===== src/rtl/lsu_pkg.sv =====
// Shared types, funct3 encodings and error-cause codes for the load/store unit.
package lsu_pkg;

    typedef enum logic [1:0] {
        ST_IDLE = 2'd0,
        ST_REQ  = 2'd1,
        ST_WAIT = 2'd2,
        ST_RESP = 2'd3
    } lsu_state_e;

    localparam logic [2:0] F3_B  = 3'b000;
    localparam logic [2:0] F3_H  = 3'b001;
    localparam logic [2:0] F3_W  = 3'b010;
    localparam logic [2:0] F3_BU = 3'b100;
    localparam logic [2:0] F3_HU = 3'b101;

    localparam logic [1:0] CAUSE_NONE     = 2'b00;
    localparam logic [1:0] CAUSE_MISALIGN = 2'b01;
    localparam logic [1:0] CAUSE_TIMEOUT  = 2'b10;
    localparam logic [1:0] CAUSE_FUNCT3   = 2'b11;

    function automatic logic f3_legal(input logic store, input logic [2:0] f3);
        logic ok;
        ok = (f3 == F3_B) || (f3 == F3_H) || (f3 == F3_W);
        if (!store) ok = ok || (f3 == F3_BU) || (f3 == F3_HU);
        return ok;
    endfunction

    // Low address bits that may be non-zero for the access size (B: both, H: bit 1, W: none).
    function automatic logic [1:0] align_mask(input logic [2:0] f3);
        case (f3[1:0])
            2'b00:   return 2'b11;
            2'b01:   return 2'b10;
            default: return 2'b00;
        endcase
    endfunction

endpackage


===== src/rtl/lsu_align.sv =====
// Byte-lane steering: byte enables, store-data replication and load extract/extend.
module lsu_align
    import lsu_pkg::*;
#(
    parameter int XLEN = 32
) (
    input  logic [1:0]        addr_lo,
    input  logic [2:0]        funct3,
    input  logic [XLEN-1:0]   store_data,
    input  logic [XLEN-1:0]   rdata,
    output logic [XLEN/8-1:0] be,
    output logic [XLEN-1:0]   wdata,
    output logic [XLEN-1:0]   load_data
);
    localparam int BE_W = XLEN / 8;

    logic [XLEN-1:0] shifted;

    always_comb begin
        be    = '1;
        wdata = store_data;
        case (funct3[1:0])
            2'b00: begin
                be    = BE_W'(1) << addr_lo;
                wdata = {4{store_data[7:0]}};
            end
            2'b01: begin
                be    = BE_W'(3) << addr_lo;
                wdata = {2{store_data[15:0]}};
            end
            default: ;
        endcase
    end

    // Move the addressed lane down to bit 0, then extend by size and signedness.
    always_comb begin
        shifted   = rdata >> {addr_lo, 3'b000};
        load_data = shifted;
        case (funct3)
            F3_B:    load_data = {{(XLEN-8){shifted[7]}}, shifted[7:0]};
            F3_H:    load_data = {{(XLEN-16){shifted[15]}}, shifted[15:0]};
            F3_BU:   load_data = {{(XLEN-8){1'b0}}, shifted[7:0]};
            F3_HU:   load_data = {{(XLEN-16){1'b0}}, shifted[15:0]};
            default: load_data = shifted;
        endcase
    end

endmodule


===== src/rtl/lsu_mem_ctrl.sv =====
// Multi-cycle load/store unit with request/grant memory port and bus-error timeout.
// Define LSU_MISALIGN_TRAP_EN to trap misaligned H/W accesses instead of forcing alignment.
module lsu_mem_ctrl
    import lsu_pkg::*;
#(
    parameter int XLEN    = 32,
    parameter int ADDR_W  = 32,
    parameter int TIMEOUT = 255
) (
    input  logic              clk,
    input  logic              rst_n,
    input  logic              op_valid,
    output logic              op_ready,
    input  logic              is_load,
    input  logic              is_store,
    input  logic [2:0]        funct3,
    input  logic [XLEN-1:0]   alu_result,
    input  logic [XLEN-1:0]   regdata2,
    output logic              resp_valid,
    output logic [XLEN-1:0]   reg_write_value,
    output logic              err,
    output logic [1:0]        err_cause,
    output logic              mem_req,
    output logic              mem_we,
    output logic [ADDR_W-1:0] mem_addr,
    output logic [XLEN/8-1:0] mem_be,
    output logic [XLEN-1:0]   mem_wdata,
    input  logic              mem_gnt,
    input  logic              mem_rvalid,
    input  logic [XLEN-1:0]   mem_rdata,
    output lsu_state_e        dbg_state
);
    // Handshake: an op is taken on a clock edge where op_valid && op_ready; mem_req is held
    // with stable address/be/wdata/we until an edge with mem_gnt; mem_rvalid counts only in REQ/WAIT.
    localparam int CNT_W = $clog2(TIMEOUT + 1);

    lsu_state_e        state;
    logic [CNT_W-1:0]  tmo_cnt;
    logic [1:0]        lat_lo;
    logic [2:0]        lat_f3;

    logic              mem_op, op_store, f3_ok, trap, tmo_hit;
    logic [1:0]        eff_lo, al_lo;
    logic [2:0]        al_f3;
    logic [XLEN/8-1:0] al_be;
    logic [XLEN-1:0]   al_wdata, al_load;

    assign mem_op   = is_load | is_store;
    assign op_store = is_store & ~is_load;
    assign f3_ok    = f3_legal(op_store, funct3);
    assign tmo_hit  = (tmo_cnt == CNT_W'(TIMEOUT - 1));

`ifdef LSU_MISALIGN_TRAP_EN
    assign eff_lo = alu_result[1:0];
    assign trap   = |(alu_result[1:0] & ~align_mask(funct3));
`else
    assign eff_lo = alu_result[1:0] & align_mask(funct3);
    assign trap   = 1'b0;
`endif

    // Steering follows the EX inputs while idle and the latched operands afterwards.
    assign al_lo = (state == ST_IDLE) ? eff_lo : lat_lo;
    assign al_f3 = (state == ST_IDLE) ? funct3 : lat_f3;

    lsu_align #(.XLEN(XLEN)) u_align (
        .addr_lo    (al_lo),
        .funct3     (al_f3),
        .store_data (regdata2),
        .rdata      (mem_rdata),
        .be         (al_be),
        .wdata      (al_wdata),
        .load_data  (al_load)
    );

    assign dbg_state = state;

    always_ff @(posedge clk or negedge rst_n) begin
        if (!rst_n) begin
            state           <= ST_IDLE;
            tmo_cnt         <= '0;
            lat_lo          <= '0;
            lat_f3          <= '0;
            op_ready        <= 1'b1;
            resp_valid      <= 1'b0;
            reg_write_value <= '0;
            err             <= 1'b0;
            err_cause       <= CAUSE_NONE;
            mem_req         <= 1'b0;
            mem_we          <= 1'b0;
            mem_addr        <= '0;
            mem_be          <= '0;
            mem_wdata       <= '0;
        end else begin
            case (state)
                ST_IDLE: if (op_valid) begin
                    op_ready <= 1'b0;
                    if (!mem_op) begin
                        state           <= ST_RESP;
                        resp_valid      <= 1'b1;
                        reg_write_value <= alu_result;
                        err             <= 1'b0;
                        err_cause       <= CAUSE_NONE;
                    end else if (!f3_ok || trap) begin
                        state           <= ST_RESP;
                        resp_valid      <= 1'b1;
                        reg_write_value <= '0;
                        err             <= 1'b1;
                        err_cause       <= !f3_ok ? CAUSE_FUNCT3 : CAUSE_MISALIGN;
                    end else begin
                        state     <= ST_REQ;
                        tmo_cnt   <= '0;
                        lat_lo    <= eff_lo;
                        lat_f3    <= funct3;
                        mem_req   <= 1'b1;
                        mem_we    <= op_store;
                        mem_addr  <= {alu_result[ADDR_W-1:2], 2'b00};
                        mem_be    <= al_be;
                        mem_wdata <= op_store ? al_wdata : '0;
                    end
                end
                ST_REQ, ST_WAIT: begin
                    if (mem_rvalid && (state == ST_WAIT || mem_gnt)) begin
                        state           <= ST_RESP;
                        mem_req         <= 1'b0;
                        resp_valid      <= 1'b1;
                        reg_write_value <= mem_we ? '0 : al_load;
                        err             <= 1'b0;
                        err_cause       <= CAUSE_NONE;
                    end else if (tmo_hit) begin
                        state           <= ST_RESP;
                        mem_req         <= 1'b0;
                        resp_valid      <= 1'b1;
                        reg_write_value <= '0;
                        err             <= 1'b1;
                        err_cause       <= CAUSE_TIMEOUT;
                    end else begin
                        tmo_cnt <= tmo_cnt + 1'b1;
                        if (state == ST_REQ && mem_gnt) begin
                            state   <= ST_WAIT;
                            mem_req <= 1'b0;
                        end
                    end
                end
                ST_RESP: begin
                    state      <= ST_IDLE;
                    op_ready   <= 1'b1;
                    resp_valid <= 1'b0;
                    err        <= 1'b0;
                    err_cause  <= CAUSE_NONE;
                end
                default: state <= ST_IDLE;
            endcase
        end
    end

endmodule


===== config.mk =====
export PLATFORM = sky130hd
export DESIGN_NAME = lsu_mem_ctrl
export DESIGN_NICKNAME = d
export VERILOG_FILES = /design/src/rtl/lsu_pkg.sv /design/src/rtl/lsu_align.sv /design/src/rtl/lsu_mem_ctrl.sv
export SDC_FILE = /design/constraint.sdc
export NUM_CORES = 1
export LEC_CHECK = 0
export CAP_MARGIN = 20
export CORE_AREA = 2 2 136 138
export CTS_BUF_LIST = sky130_fd_sc_hd__clkbuf_4
export CTS_CLUSTER_DIAMETER = 80
export DETAILED_ROUTE_END_ITERATION = 10
export DIE_AREA = 0 0 138 140
export PLACE_DENSITY_LB_ADDON = 0.12
export SETUP_SLACK_MARGIN = 0.2
export SYNTH_ARGS = -nofsm -noshare
export SYNTH_HDL_FRONTEND = slang
export SYNTH_SLANG_ARGS = --single-unit

===== constraint.sdc =====
create_clock -name clk -period 3.05 [get_ports clk]
set_input_delay 0.61 -clock clk [delete_from_list [all_inputs] [get_ports clk]]
set_output_delay 0.61 -clock clk [all_outputs]
set_load 0.01 [all_outputs]

* Word level (Yosys, flattened, before mapping) *
Index checks and enable logic that the tools add are counted.
Widths: inputs -> output; s select.

storage, ports and cells
  bits in registers = 120
  input port bits = 106
  logic and storage cells = 118

cells by class
  add/sub/neg operators = 1
  eq/ne operators = 21
  shifts and indexed selects = 3
  multiplexer cells = 53
  bitwise operators = 4
  reductions and logical operators = 22

operator list
  operator             count
  $mux 32              7
  $pmux 32 s2          2
  $pmux 32 s4          1
  $mux 8               5
  $shr 32x5->32        1
  $mux 2               12
  $mux 1               16
  $pmux 8 s2           1
  $eq 3x3->1 const B   4
  $pmux 2 s3           2
  $ne 2x2->1 const B   5
  $add 8x1->8 const B  1
  $eq 8x8->1 const B   1
  $pmux 4 s2           1
  $reduce_and 4->1     2
  $eq 2x1->1 const B   3
  $eq 3x1->1 const B   2
  $logic_not 2->1      3
  $logic_not 3->1      2
  $ne 3x3->1 const B   2
  $pmux 1 s3           2
  $reduce_and 6->1     1
  $logic_or 1x1->1     5
  $reduce_and 5->1     1
  other kinds (17)     22

* Longest topological paths before layout *
Gate-level depths: netlist (run 1).

  depth after elaboration = 10
  depth in mapped cells = 11

* By module *
Synthesis (run 1) repeated with hierarchy kept, for this count alone.

unflattened totals
  cell total of the unflattened synthesis = 576
  area, all modules = 6785.3 um2

by module, submodules not included
  module        instances  cells each  area each (um2)
  lsu_mem_ctrl  1          385         5512.8
  lsu_align     1          191         1272.5

* Worst setup path after synthesis (run 1) *
OpenSTA, ideal clock, no wires.

  path type = register -> register
  from = register state[0] (netlist: dbg_state[0])
  to = register reg_write_value[23]
  data arrival time = 2.382 ns
  data required time = 2.963 ns
  path slack = 0.581 ns
  stages on the path, launching flop included = 12
  clock period less this slack = 2.469 ns
  path through = dfrtp_1 inv_1 ha_1 buf_4 and3b_1 nor2_1 buf_2 nand2_1 o221a_2 a211o_4 buf_6 o221ai_2

on the way
  word-level cells in the longest chain between the ends = 7

ends and longest elaborated chain
  item                                     line                                                        RTL
  start: declaration                       lsu_mem_ctrl.sv:37                                          lsu_state_e state;
  start signal: assignment                 lsu_mem_ctrl.sv:79                                          state <= ST_IDLE;
  start signal: assignment                 lsu_mem_ctrl.sv:98                                          state <= ST_RESP;
  start signal: assignment                 lsu_mem_ctrl.sv:104                                         state <= ST_RESP;
  $logic_not 2->1                          lsu_mem_ctrl.sv:62, lsu_mem_ctrl.sv:63, lsu_mem_ctrl.sv:94
  $mux 2 / $mux 3 (equally long branches)  lsu_mem_ctrl.sv:62, lsu_mem_ctrl.sv:63
  $shr 32x5->32 (tied with other cells)    lsu_align.sv:37                                             shifted = rdata >> {addr_lo, 3'b000};
  $pmux 32 s4                              lsu_align.sv:39                                             case (funct3)
  $mux 32                                  lsu_mem_ctrl.sv:126                                         reg_write_value <= mem_we ? '0 : al_load;
  $mux 32                                  lsu_mem_ctrl.sv:122                                         if (mem_rvalid && (state == ST_WAIT || mem_gnt)) begin
  $pmux 32 s2                              lsu_mem_ctrl.sv:94                                          case (state)
  end signal: assignment                   lsu_mem_ctrl.sv:100                                         reg_write_value <= alu_result;
  end signal: assignment                   lsu_mem_ctrl.sv:126
  end: declaration                         lsu_mem_ctrl.sv:20                                          output logic [XLEN-1:0] reg_write_value,

Several ways; a longest one is shown, not always the timed one.
A chain may end at the register's enable or synchronous reset.

* Final worst setup path (run 1) *
  from = register state[0] (netlist: dbg_state[0])
  to = register reg_write_value[31]

Same word-level chain as after synthesis.

==> results of run 1 <==
## worst max-delay path: cells and delay by family, from the launching register on
kind | cells | cell delay, ns
AOI/OAI and AO/OA | 4 | 1.19
adders and majority gates | 1 | 0.33
buffers and inverters | 2 | 0.35
DFF | 1 | 0.46
and+or+nand+nor | 2 | 0.19
## per-stage QoR
stage	power (uW)	worst slack, ns	util (%)
5_1_grt	9840	0.245	50.3
3_3_place_gp	7800	0.162	48.4
4_1_cts	9230	0.213	50.2
2_1_floorplan	5530	0.581	-
6_report	9150	0.427	50.3
3_5_place_dp	7920	0.0276	48.4
## cells in the final DEF, fill, tap and decap left out, drive strengths merged, types with 10 or more instances in the layout
cell type,n
clkdlybuf4s50,211
o221ai,23
dfrtp,118
a21oi,30
a22o,10
nor2,25
buf,21
nand2,140
clkbuf,17
mux2,32
mux2i,27
o21ai,45
## cell type report
| cell class | instances | area (sq um) | share of cell area [%] |
|---|---|---|---|
| Clock buffer | 17 | 128 | 1.43 |
| Inverter | 8 | 30.0 | 0.336 |
| Clock inverter | 15 | 184 | 2.06 |
| Tap cell | 229 | 287 | 3.21 |
| Timing Repair Buffer | 232 | 2310 | 25.8 |
| Sequential cell | 119 | 2980 | 33.3 |
| Multi-Input combinational cell | 439 | 3020 | 33.8 |
| Antenna cell | 1 | 2.50 | 0.0280 |
## timing repair
action                                  4_1_cts  5_1_grt
resized for setup                             0        2
endpoints found under the setup margin        0       19
hold buffers                                  0        0
buffers inserted                              0        0
## where the power goes
part	switching (uW)	internal, uW
Sequential	461	2300
Combinational	2580	2540
Clock	635	639
Total	3670	5480
## flip-flops by register name (all words and copies together), names as in the netlist
signal and cells:
reg_write_value 32, tmo_cnt 8, mem_we 1, lat_lo 2, mem_wdata 32, dbg_state 2
lat_f3 3, err_cause 1, resp_valid 1, mem_addr 30, err 1, op_ready 1
mem_be 4, mem_req 1
## worst max path at each step
| stage | slack, ns | end | cells past startpoint |
|---|---|---|---|
| floorplan | 0.58 | reg_write_value[23]$_DFFE_PN0P_ | 11 |
| detailed placement | 0.03 | reg_write_value[26]$_DFFE_PN0P_ | 7 |
| finish | 0.43 | reg_write_value[31]$_DFFE_PN0P_ | 9 |
| global route | 0.25 | reg_write_value[31]$_DFFE_PN0P_ | 9 |
| CTS | 0.21 | reg_write_value[31]$_DFFE_PN0P_ | 8 |
| global placement | 0.16 | mem_wdata[29]$_DFFE_PN0P_ | 5 |
## logic make-up after synthesis
| logic type | after synthesis |
|---|---|
| and+or+nand+nor | 198 |
| AOI/OAI and AO/OA | 164 |
| DFF | 119 |
| muxes | 66 |
| buffers and inverters | 50 |
| adders and majority gates | 6 |
| xor gates and xnor gates | 3 |
| other | 1 |
## layer usage
layer,up-vias,routed length [um],part of all wire (%),GRT usage [%]
met5,-,11,0.056,0
met4,2,369,1.9,5.91
met3,28,1250,6.4,6.43
met2,179,9440,48,33.1
met1,2702,8570,44,26.7
li1,2625,-,-,-
==> impl_metrics.sql, run 1 <==
INSERT INTO impl_metrics (metric_group, metric, value, unit) VALUES
('timing', 'report.final.setup_viol', '0', ''),
('detailed_routing', 'wl_per_cell', '18.5', 'um'),
('floorplan', 'initial_utilization', '34.7', '%'),
('critical_path', 'worst_path_most_repeated_cell', 'nand2_1', ''),
('clock_tree', 'cts_root_buf', 'clkbuf_4', ''),
('synth', 'post-synth-top-count-cell', 'nand2_1', ''),
('critical_path', 'worstPathRequired', '3.50', 'ns'),
('job', 'maxCapViolCount', '0', ''),
('critical_path', 'arr_time_crit_path', '3.08', 'ns'),
('placement', 'post-place-cells', '1027', ''),
('timing', 'timing_hold_violations_final', '0', ''),
('detailed_routing', 'route.final.wire_length', '19600', 'um'),
('synth', 'post_synthesis_instance_total', '607', ''),
('placement', 'placed_cell_area', '8610', 'sq um'),
('clock_tree', 'cts-root-to-sink-buffers', '2', ''),
('floorplan', 'core_region_area', '17800', 'sq um'),
('timing', 'max_slew.worst_pin.slew', '0.801', 'ns'),
('synth', 'synth-main-ff-cell', 'dfrtp_1', ''),
('synth', 'netlist_top_cells_count', '139 x nand2_1, 118 x dfrtp_1, 44 x o21ai_0', ''),
('layout', 'proportion_of_layout_cells_with_a_drive_suffix_above_1', '13.4', '%'),
('detailed_routing', 'drt-vias-per-instance', '5.22', ''),
('timing', 'slew_violations', '0', ''),
('clock_tree', 'htreeDepth', '4', ''),
('critical_path', 'slowest_stage', 'dfrtp_1', ''),
('critical_path', 'crit_path_end_kind', 'flop', ''),
('layout', 'count_of_non_filler_cells_in_the_finished_layout', '1060', ''),
('global_route', 'first_pass_grt_wire_length', '31600', 'um'),
('clock_tree', 'cts.reportedPaths.clkPinSlew', '0.12', 'ns'),
('layout', 'fillers', '1674', ''),
('global_route', 'grt.total_usage', '20.5', '%'),
('synth', 'cell_type_with_the_largest_total_area_after_synthesis', 'dfrtp_1', ''),
('clock_tree', 'tritoncts.num_buffers', '17', ''),
('run_status', 'outcome', 'complete, no violations', ''),
('detailed_routing', 'detail_route.iter0.violations', '221', ''),
('critical_path', 'worstPathCellList', 'inv_1 > ha_2 > buf_4 > nand2_1 > o32ai_2 > nand2_1 > o221a_2 > a211o_4 > o221ai_1', ''),
('global_route', 'number_of_antenna_violations_at_the_first_check_in_global_routing', '2', ''),
('critical_path', 'crit_fanout', '16', ''),
('global_route', 'grt_start_max_net_pins', '71', ''),
('detailed_routing', 'detail_route.first_pass.iterations', '5', ''),
('critical_path', 'r2r_slack', '0.43', 'ns'),
('timing', 'post_route_worst_hold_slack', '0.0838', 'ns'),
('timing', 'timing.max_slew.rel_slack', '46.6', '%'),
('critical_path', 'worst_path_largest_cell_delay', '0.46', 'ns'),
('synth', 'syn_avg_cell_area', '10.2', 'sq um'),
('placement', 'hpwlAfterDp', '14500', 'um'),
('critical_path', 'startpoint', 'dbg_state[0]$_DFFE_PN0P_', ''),
('power', 'power-per-cell-area', '1020', 'nW/um^2'),
('clock_tree', 'clock_latency', '0.54', 'ns'),
('timing', 'layout_min_cycle_time', '2.62', 'ns'),
('placement', 'number_of_buffer_cells_added_on_primary_ports', '212', ''),
('synth', 'synth-xor-area-share', '0.426', '%'),
('timing', 'setup_tns_after_final_layout', '0', 'ns'),
('min_path', 'hold_wc_path_type', 'in -> async', ''),
('synth', 'ys_ff_latch', '119', ''),
('critical_path', 'worst_r2r_startpoint', 'dbg_state[0]$_DFFE_PN0P_', ''),
('critical_path', 'setup.worst_path.class', 'reg -> reg', ''),
('synth', 'sequential_element_share_of_the_synthesized_area', '48.3', '%'),
('floorplan', 'rows', '49', ''),
('detailed_routing', 'via_count', '5536', ''),
('synth', 'ys_top_cells_by_area', 'dfrtp_1 48%, nand2_1 8.5%, mux2_2 5.8%', ''),
('synth', 'yosys.area_share.simple', '13.7', '%'),
('floorplan', 'floorplan.die.width', '138', 'um'),
('detailed_routing', 'drc_errors', '0', ''),
('placement', 'finalWeightedCongestion', '0.839', ''),
('synth', 'post_synth_fa_ha_maj_area_fraction', '1.22', '%'),
('timing', 'timing.final.crit_share', '86.0', '%'),
('layout', 'design.final.nets', '929', ''),
('synth', 'synth_top_area_share', '47.8', '%'),
('global_route', 'grt.overflow.total', '0', ''),
('global_route', 'grt_pass1_vias', '5726', ''),
('synth', 'main_combinational_cell_family_by_area_after_synthesis', 'compound AO/OA/AOI/OAI gates', '');
Power figures use the tool's default switching activity.
==> run 2: changes to the inputs <==
DONT_BUFFER_PORTS = 1   (was unset)
==> run 2 against run 1 <==
Against the previous run:
- clock skew rose by 0.0040 ns
- critical path depth fell by 1
- the run now ends with negative hold slack left
- largest power group is now registers
- die area did not move
- highest routed layer is now met4
==> impl_metrics.sql, run 2 (synthesis results as in run 1) <==
INSERT INTO impl_metrics (metric_group, metric, value, unit) VALUES
('critical_path', 'arr_time_crit_path', '3.11', 'ns'),
('global_route', 'grt_start_max_net_pins', '120', ''),
('layout', 'final_common_cell', 'nand2_1', ''),
('clock_tree', 'cts.reportedPaths.clkPinSlew', '0.11', 'ns'),
('clock_tree', 'clock_latency', '0.52', 'ns'),
('timing', 'timing.max_slew.rel_slack', '44.7', '%'),
('timing', 'max_freq', '0.374', 'GHz'),
('critical_path', 'crit_path_end_kind', 'flop', ''),
('floorplan', 'rows', '49', ''),
('timing', 'max_slew.worst_pin.slew', '0.830', 'ns'),
('run_status', 'outcome', 'finished, violations left', ''),
('clock_tree', 'cts-root-to-sink-buffers', '2', ''),
('timing', 'layout_min_cycle_time', '2.68', 'ns'),
('power', 'design_power_total', '7520', 'uW'),
('clock_tree', 'htreeDepth', '4', ''),
('min_path', 'hold_wc_path_type', 'in -> async', ''),
('run_status', 'violations', 'negative hold slack', ''),
('critical_path', 'worstPathRequired', '3.48', 'ns'),
('floorplan', 'floorplan.die.width', '138', 'um'),
('placement', 'number_of_buffer_cells_added_on_primary_ports', '0', ''),
('critical_path', 'worst_path_largest_cell_delay', '0.50', 'ns'),
('critical_path', 'rr_endpoint', 'reg_write_value[28]$_DFFE_PN0P_', ''),
('timing', 'post_route_worst_hold_slack', '-0.223', 'ns'),
('critical_path', 'setup.worst_path.class', 'reg -> reg', ''),
('critical_path', 'slowest_stage', 'dfrtp_1', ''),
('clock_tree', 'clock_tree_from_tritoncts', 'built', ''),
('layout', 'reg_top3', 'mem_wdata (32), reg_write_value (32), mem_addr (30)', ''),
('layout', 'final_area', '6700', 'sq um'),
('critical_path', 'worstSetupStartpointType', 'flop', ''),
('detailed_routing', 'wl_per_cell', '21.9', 'um'),
('layout', 'most_frequent_cells_in_the_layout', '139 x nand2_1, 118 x dfrtp_1, 44 x o21ai_0', ''),
('critical_path', 'worstPathCellList', 'inv_1 > ha_4 > buf_6 > nor4_1 > a21oi_1 > a311o_1 > a211o_4 > o221ai_1', ''),
('detailed_routing', 'drtAntennaViolNets', '0', ''),
('global_route', 'grt.total_usage', '19.2', '%'),
('floorplan', 'die_height', '140', 'um'),
('layout', 'finish.utilization', '37.7', '%'),
('critical_path', 'worst_r2r_startpoint', 'dbg_state[1]$_DFFE_PN0P_', ''),
('critical_path', 'rr_worst_depth', '8', ''),
('timing', 'timing.final.crit_share', '87.7', '%'),
('power', 'power-per-cell-area', '1120', 'nW/um^2'),
('power', 'max-vdd-ir-drop', '0.000442', 'V'),
('layout', 'fillers', '1825', ''),
('timing', 'timing_hold_violations_final', '118', ''),
('clock_tree', 'post_cts.repair.setup_buffers', '0', ''),
('job', 'maxCapViolCount', '0', ''),
('timing', 'final.setup.worst_slack', '0.375', 'ns'),
('clock_tree', 'cts_root_buf', 'clkbuf_4', ''),
('floorplan', 'num_io_pins', '215', ''),
('clock_tree', 'tritoncts.num_buffers', '17', ''),
('critical_path', 'crit_fanout', '22', ''),
('placement', 'hpwlAfterDp', '13300', 'um'),
('floorplan', 'initial_utilization', '34.7', '%'),
('layout', 'design.final.nets', '713', ''),
('detailed_routing', 'route.final.wire_length', '18500', 'um'),
('floorplan', 'core_region_area', '17800', 'sq um'),
('layout', 'area_delta_synth_final', '8.53', '%'),
('timing', 'report.final.setup_viol', '0', ''),
('critical_path', 'r2r_slack', '0.37', 'ns'),
('global_route', 'grt.overflow.total', '0', ''),
('placement', 'placed_cell_area', '6420', 'sq um'),
('layout', 'proportion_of_layout_cells_with_a_drive_suffix_above_1', '17.0', '%'),
('detailed_routing', 'detail_route.first_pass.iterations', '4', ''),
('detailed_routing', 'drt-vias-per-instance', '5.61', ''),
('global_route', 'number_of_antenna_violations_at_the_first_check_in_global_routing', '2', ''),
('timing', 'rsz0062_at_grt', 'false', ''),
('global_route', 'grt_pass1_vias', '4846', ''),
('detailed_routing', 'drc_errors', '0', ''),
('power', 'power_leakage', '0.00301', 'uW'),
('detailed_routing', 'detail_route.iter0.violations', '405', ''),
('global_route', 'first_pass_grt_wire_length', '29200', 'um'),
('timing', 'slew_violations', '0', ''),
('placement', 'finalWeightedCongestion', '0.834', ''),
('timing', 'setup_tns_after_final_layout', '0', 'ns'),
('detailed_routing', 'via_count', '4733', ''),
('clock_tree', 'clock_sinks', '119', ''),
('floorplan', 'dieArea', '19300', 'sq um'),
('placement', 'detailedPlace.worstSlack', '0.171', 'ns'),
('timing', 'skew', '0.0212', 'ns');
run 2: through the flow:
stage,instances,hold WS [ns]
5_1_grt,843,-0.321
3_5_place_dp,811,0.317
4_1_cts,841,-0.288
6_report,843,-0.223
3_3_place_gp,811,0.319
2_1_floorplan,608,0.314
run 2: critical path: cells and delay by family, from the launching register on:
family | cells | cell delay (ns)
and+or+nand+nor | 1 | 0.28
buffers and inverters | 2 | 0.31
AOI/OAI and AO/OA | 4 | 1.26
adders and majority gates | 1 | 0.22
DFF | 1 | 0.50
run 2: layer usage:
| layer | up-vias | wire length [um] | global-route usage [%] |
|---|---|---|---|
| li1 | 2193 | - | - |
| met1 | 2339 | 7850 | 24.7 |
| met2 | 182 | 8610 | 29.4 |
| met3 | 19 | 1710 | 8.27 |
| met4 | 0 | 297 | 5.80 |
| met5 | - | 0 | 0 |
run 2: cell type report:
cell class                      count  area (sq um)  share of cell area, %
Multi-Input combinational cell    439          3020                   45.1
Sequential cell                   119          2980                   44.5
Tap cell                          229           287                   4.28
Clock buffer                       19           143                   2.13
Timing Repair Buffer               16           124                   1.85
Clock inverter                     11           110                   1.64
Inverter                            8          30.0                  0.448
Antenna cell                        2          5.00                 0.0747
run 2: how the worst max path moves through the flow:
stage	endpoint	slack, ns	startpoint	cells after the start
after global placement	reg_write_value[31]$_DFFE_PN0P_	0.26	dbg_state[1]$_DFFE_PN0P_	8
after global routing	reg_write_value[31]$_DFFE_PN0P_	0.23	dbg_state[1]$_DFFE_PN0P_	8
after detailed placement	reg_write_value[26]$_DFFE_PN0P_	0.17	dbg_state[0]$_DFFE_PN0P_	9
after floorplan	reg_write_value[23]$_DFFE_PN0P_	0.58	dbg_state[0]$_DFFE_PN0P_	11
after CTS	reg_write_value[28]$_DFFE_PN0P_	0.28	dbg_state[0]$_DFFE_PN0P_	9
final	reg_write_value[28]$_DFFE_PN0P_	0.37	dbg_state[1]$_DFFE_PN0P_	8
run 2: power breakdown:
group	total, uW	leakage [uW]	internal (uW)	switching, uW
registers	3240	0.00155	2300	934
logic	3190	0.00132	1320	1870
clock network	1100	0.000137	484	613
total	7520	0.00301	4110	3420
run 2: repair_timing:
action	4_1_cts	5_1_grt
gates resized for setup	1	2
endpoints found under the hold margin	119	119
setup endpoints to repair	8	10
==> run 3: changes to the inputs <==
GPL_ROUTABILITY_DRIVEN = 0   (was unset)
==> results of run 3 <==
No change in the layout: final DEF, timing and power equal those of run 2.
